==> config.mk <==
export PLATFORM = sky130hd
export DESIGN_NAME = fifo_wr_arbiter
export DESIGN_NICKNAME = d
export VERILOG_FILES = /design/src/rtl/fifo_arb_pkg.sv /design/src/rtl/rr_picker.sv /design/src/rtl/fifo_wr_arbiter.sv
export SDC_FILE = /design/constraint.sdc
export NUM_CORES = 1
export LEC_CHECK = 0
export CAP_MARGIN = 10
export CORE_MARGIN = 2
export CORE_UTILIZATION = 41
export DETAILED_ROUTE_END_ITERATION = 6
export PLACE_DENSITY = 0.77
export RECOVER_POWER = 50
export SYNTH_ARGS = -nofsm -noshare
export SYNTH_HDL_FRONTEND = slang
export SYNTH_SLANG_ARGS = --single-unit
export TNS_END_PERCENT = 1
==> constraint.sdc <==
create_clock -name wclk -period 2.2 [get_ports wclk]
set_input_delay 0.22 -clock wclk [delete_from_list [all_inputs] [get_ports wclk]]
set_output_delay 0.22 -clock wclk [all_outputs]
set_load 0.005 [all_outputs]
==> src/rtl/fifo_arb_pkg.sv <==
// Shared types and default sizing for the FIFO write-side arbiter.
// The enum encoding is fixed so the state register is a single flop.
package fifo_arb_pkg;

  typedef enum logic [0:0] {
    IDLE  = 1'b0,
    BURST = 1'b1
  } arb_state_e;

  localparam int DEF_DSIZE     = 8;
  localparam int DEF_NREQ      = 4;
  localparam int DEF_MAX_BURST = 8;

endpackage

==> src/rtl/rr_picker.sv <==
// Combinational round-robin search: first asserted req at or after rr_ptr, wrapping mod NREQ.
module rr_picker #(
  parameter int NREQ = 4,
  parameter int IW   = $clog2(NREQ)
) (
  input  logic [NREQ-1:0] req,
  input  logic [IW-1:0]   rr_ptr,
  output logic            found,
  output logic [IW-1:0]   index
);

  logic [IW-1:0] cand_s;
  logic          hit_s;

  // Walk candidates in priority order; the first hit locks found and index.
  always_comb begin
    found  = 1'b0;
    index  = rr_ptr;
    cand_s = rr_ptr;
    hit_s  = 1'b0;
    for (int i = 0; i < NREQ; i++) begin
      cand_s = IW'((int'(rr_ptr) + i) % NREQ);
      hit_s  = req[cand_s] & ~found;
      index  = hit_s ? cand_s : index;
      found  = found | hit_s;
    end
  end

endmodule

==> src/rtl/fifo_wr_arbiter.sv <==
// Round-robin arbiter merging NREQ beat streams into one FIFO write port.
// A grant lasts until the packet's last beat or MAX_BURST beats, whichever comes first.
module fifo_wr_arbiter
  import fifo_arb_pkg::*;
#(
  parameter int DSIZE     = DEF_DSIZE,
  parameter int NREQ      = DEF_NREQ,
  parameter int MAX_BURST = DEF_MAX_BURST
) (
  input  logic                    wclk,
  input  logic                    wrst_n,
  input  logic [NREQ-1:0]         req_valid,
  input  logic [NREQ-1:0]         req_last,
  input  logic [NREQ*DSIZE-1:0]   req_data,
  output logic [NREQ-1:0]         req_ready,
  input  logic                    wfull,
  output logic                    winc,
  output logic [DSIZE-1:0]        wdata,
  output logic                    grant_valid,
  output logic [$clog2(NREQ)-1:0] grant_id,
  output logic [15:0]             beat_total
);

  localparam int IW = $clog2(NREQ);
  localparam int CW = $clog2(MAX_BURST + 1);
  localparam logic [CW-1:0] BURST_LIMIT = CW'(MAX_BURST);
  localparam logic [IW-1:0] LAST_ID     = IW'(NREQ - 1);

  arb_state_e       state_r;
  arb_state_e       state_next_s;
  logic [IW-1:0]    grant_id_r;
  logic [IW-1:0]    rr_ptr_r;
  logic [IW-1:0]    pick_idx_s;
  logic             pick_found_s;
  logic [CW-1:0]    beat_cnt_r;
  logic [15:0]      beat_total_r;
  logic             transfer_s;
  logic             burst_end_s;
  logic [DSIZE-1:0] lane_s [NREQ];

  for (genvar g = 0; g < NREQ; g++) begin : g_lane
    assign lane_s[g] = req_data[g*DSIZE +: DSIZE];
  end

  rr_picker #(
    .NREQ (NREQ),
    .IW   (IW)
  ) u_picker (
    .req    (req_valid),
    .rr_ptr (rr_ptr_r),
    .found  (pick_found_s),
    .index  (pick_idx_s)
  );

  // Reset gating keeps the write strobe dead even before the state flop settles.
  assign transfer_s  = (state_r == BURST) & req_valid[grant_id_r] & ~wfull & wrst_n;
  assign burst_end_s = transfer_s &
                       (req_last[grant_id_r] | ((beat_cnt_r + CW'(1)) == BURST_LIMIT));
  assign wdata       = lane_s[grant_id_r];
  assign grant_id    = grant_id_r;
  assign beat_total  = beat_total_r;

  // State register.
  always_ff @(posedge wclk or negedge wrst_n) begin
    if (!wrst_n) begin
      state_r <= IDLE;
    end else begin
      state_r <= state_next_s;
    end
  end

  // Next-state logic.
  always_comb begin
    state_next_s = state_r;
    case (state_r)
      IDLE: begin
        if (pick_found_s) state_next_s = BURST;
        else              state_next_s = IDLE;
      end
      BURST: begin
        if (burst_end_s) state_next_s = IDLE;
        else             state_next_s = BURST;
      end
      default: state_next_s = IDLE;
    endcase
  end

  // Output decode.
  always_comb begin
    winc        = 1'b0;
    req_ready   = {NREQ{1'b0}};
    grant_valid = 1'b0;
    case (state_r)
      IDLE: begin
        winc        = 1'b0;
        grant_valid = 1'b0;
      end
      BURST: begin
        winc                  = transfer_s;
        req_ready[grant_id_r] = ~wfull & wrst_n;
        grant_valid           = 1'b1;
      end
      default: begin
        winc        = 1'b0;
        grant_valid = 1'b0;
      end
    endcase
  end

  // Grant capture, per-burst beat count and round-robin pointer update.
  always_ff @(posedge wclk or negedge wrst_n) begin
    if (!wrst_n) begin
      grant_id_r <= {IW{1'b0}};
      rr_ptr_r   <= {IW{1'b0}};
      beat_cnt_r <= {CW{1'b0}};
    end else begin
      case (state_r)
        IDLE: begin
          if (pick_found_s) begin
            grant_id_r <= pick_idx_s;
            beat_cnt_r <= {CW{1'b0}};
          end
        end
        BURST: begin
          if (transfer_s) beat_cnt_r <= beat_cnt_r + CW'(1);
          if (burst_end_s) rr_ptr_r <= (grant_id_r == LAST_ID) ? {IW{1'b0}} : grant_id_r + IW'(1);
        end
        default: beat_cnt_r <= {CW{1'b0}};
      endcase
    end
  end

  // Lifetime beat counter, wraps naturally at 16 bits.
  always_ff @(posedge wclk or negedge wrst_n) begin
    if (!wrst_n) begin
      beat_total_r <= 16'd0;
    end else if (winc) begin
      beat_total_r <= beat_total_r + 16'd1;
    end
  end

endmodule

==> impl_metrics.csv <==
group,metric,value,unit
outcome,status,"complete, no violations",
drt,vias,1357,
clock_network,cts_tree,"built",
setup_path,crit_chain,"buf_12 -> mux4_2 -> clkdlybuf4s50_1",
placement,placed_area,0.002371,mm2
timing,setup_violations,0,
setup_path,critPathKind,"reg -> out",
setup_path,end_kind,"output pin",
setup_path,path_delay_family,"buffers and inverters",
drt,first_pass_iters,4,
placement,gp_congestion,0.8358,
floorplan,die_area,0.004289,mm2
synthesis,seq_area_frac_synth,40.36,%
timing,worstMarginPinSlew,1.299,ns
setup_path,cp.arrival,1.89,ns
cells_and_area,layout_common_cells,"clkdlybuf4s50_1 (61), dfrtp_1 (25), nand2_1 (13), xnor2_1 (13), dlygate4sd3_1 (13)",
synthesis,synth_edf_count,0,
floorplan,ioPinCount,75,
drt,wl_per_cell,15.37,um
drt,ant_nets,0,
cells_and_area,layout_commonest_cell,"clkdlybuf4s50_1",
timing,fin_skew,0.003335,ns
synthesis,ys_types,37,
clock_network,post_cts_buffers,0,
synthesis,syn_nets,188,
cells_and_area,final_area,0.002416,mm2
drt,viasPerCell,5.121,
clock_network,clk_pin_slew,0.09,ns
global_route,antenna_found_initial,0,
global_route,grt_max_degree,26,
timing,rsz0062_at_grt,"false",
power_and_ir_drop,ir_drop,0.7671,mV
cells_and_area,layout-drive-gt1-share,10.14,%
synthesis,synth.cell_area,0.001550,mm2
global_route,grt_pass1_wl,7.051,mm
clock_network,insertion_delay,0.27,ns
floorplan,start_util,42.34,%
clock_network,clockRootBuffer,"clkbuf_8",
cells_and_area,nets,267,
timing,hold_violations,0,
timing,fin_setup_tns,0,ns
synthesis,ys_warn_count,0,
hold_path,hold_depth,1,
synthesis,syn_avg_cell_area,11.15,um2
placement,pre_cts_ws,0.1202,ns
global_route,grt_pass1_vias,1442,
clock_network,cts-resized-gates,0,
setup_path,slowest_stage,"mux4_2",
setup_path,crit_cells,3,
hold_path,hold_path_class,"reg -> reg",
job,cap_violations,0,
clock_network,cts_buffers,3,
drt,wirelength,4.073,mm
cells_and_area,syn_to_final_growth,55.85,%
setup_path,critPathMaxFanout,15,
placement,place_hpwl,3.332,mm
clock_network,hold_buffers,0,
floorplan,num_rows,22,
synthesis,async_reset_ff_share,100.0,%
drt,drc,0,
synthesis,synth-seq-cells,25,
power_and_ir_drop,leakagePower,1.034,nW
cells_and_area,diodes,0,
clock_network,cts.sinks,25,
floorplan,die_height,65.49,um
global_route,track_usage,21.51,%
floorplan,fp.dieW,65.49,um
setup_path,rr_worst_depth,5,
timing,relSlewSlack,13.43,%
global_route,overflow,0,
synthesis,synth_top_flop_cell,"dfrtp_1",
timing,period_share,95.85,%
power_and_ir_drop,power_density,817.3,mW/mm2
setup_path,cp.required,1.98,ns
cells_and_area,num-fill-cells,287,
setup_path,critical_path_buf_inv_count,2,
clock_network,clockBufferDepth,2,
timing,final.min_clock_period,2.109,ns
timing,max_freq,474.3,MHz
placement,io_buffers,74,
synthesis,synthCells,139,
timing,maxSlewViolCount,0,
drt,drt_iter0_markers,52,
timing,fin_ws,0.09141,ns
floorplan,core-area,0.003661,mm2
setup_path,start_kind,"register",
clock_network,htree_levels,1,
setup_path,max_stage_delay,0.51,ns
[registers in the layout, indices dropped and copies added, names as in the netlist]
signal,cells
beat_total,16
beat_cnt_r,4
grant_id,2
rr_ptr_r,2
state_r,1
[final timing paths]
check / start / to / slack, ns
min reg2reg: beat_total[15] / beat_total[15] / 0.48
min: beat_total[15] / beat_total[15] / 0.48
max reg2reg: grant_id[0] / beat_cnt_r[2] / 0.42
min in group asynchronous: wrst_n / state_r / 0.83
max: grant_id[0] / wdata[2] / 0.09
max in group asynchronous: wrst_n / beat_total[11] / 0.60
[cells by family after synthesis]
group	after synthesis	synth area share, %
AOI/OAI and AO/OA	15	6.620
and+or+nand+nor	51	18.40
muxes	13	16.87
xor gates and xnor gates	16	9.040
DFF	25	40.36
buffers and inverters	13	3.874
adders and majority gates	6	4.842
[cell type report]
cell class	count	area, um2	area share (%)
timing repair buffer	79	787.0	32.57
tap	48	60.06	2.486
clock inverter	1	7.507	0.3107
sequential	25	625.6	25.89
multi-input combinational	101	864.6	35.78
clock buffer	3	41.29	1.709
inverter	8	30.03	1.243
[power by group]
| part | switching (W) | internal [W] |
|---|---|---|
| clock network | 0.000147 | 0.000128 |
| logic | 0.000382 | 0.000629 |
| registers | 0.000131 | 0.000558 |
| total | 0.000660 | 0.00131 |
[per-stage QoR]
step / hold WS, ns / utilization (%) / total power [W] / instances
3_3_place_gp: 0.4617 / 64.76 / 0.001683 / 261
6_report: 0.4769 / 65.99 / 0.001975 / 265
3_5_place_dp: 0.4693 / 64.76 / 0.001730 / 261
2_1_floorplan: -0.07559 / - / 0.001182 / 139
5_1_grt: 0.5047 / 65.99 / 0.002119 / 265
4_1_cts: 0.4062 / 66.10 / 0.002005 / 265
[layer usage]
metal	global-route usage, %	up-vias	share of wire (%)
met5	0	-	0
met4	3.646	0	0.17
met3	3.425	2	2.5
met2	37.24	21	55
met1	28.91	670	43
li1	-	664	-
[cells in the mapped netlist, drive strengths merged (2+ instances only)]
| cell | n | area (um2) |
|---|---|---|
| a21oi | 2 | 10.01 |
| and2 | 4 | 25.02 |
| and3 | 2 | 12.51 |
| and3b | 2 | 17.52 |
| buf | 4 | 26.27 |
| dfrtp | 25 | 625.6 |
| ha | 6 | 75.07 |
| inv | 8 | 30.03 |
| mux2 | 2 | 22.52 |
| mux4 | 10 | 229.0 |
| nand2 | 14 | 55.06 |
| nand3 | 6 | 30.03 |
| nand4 | 7 | 43.79 |
| nor2 | 4 | 15.01 |
| nor3 | 6 | 30.03 |
| nor3b | 3 | 22.52 |
| o21ai | 4 | 20.02 |
| xnor2 | 13 | 113.9 |
| xor2 | 3 | 26.28 |
Note: power is estimated with default switching activity, not from simulation.
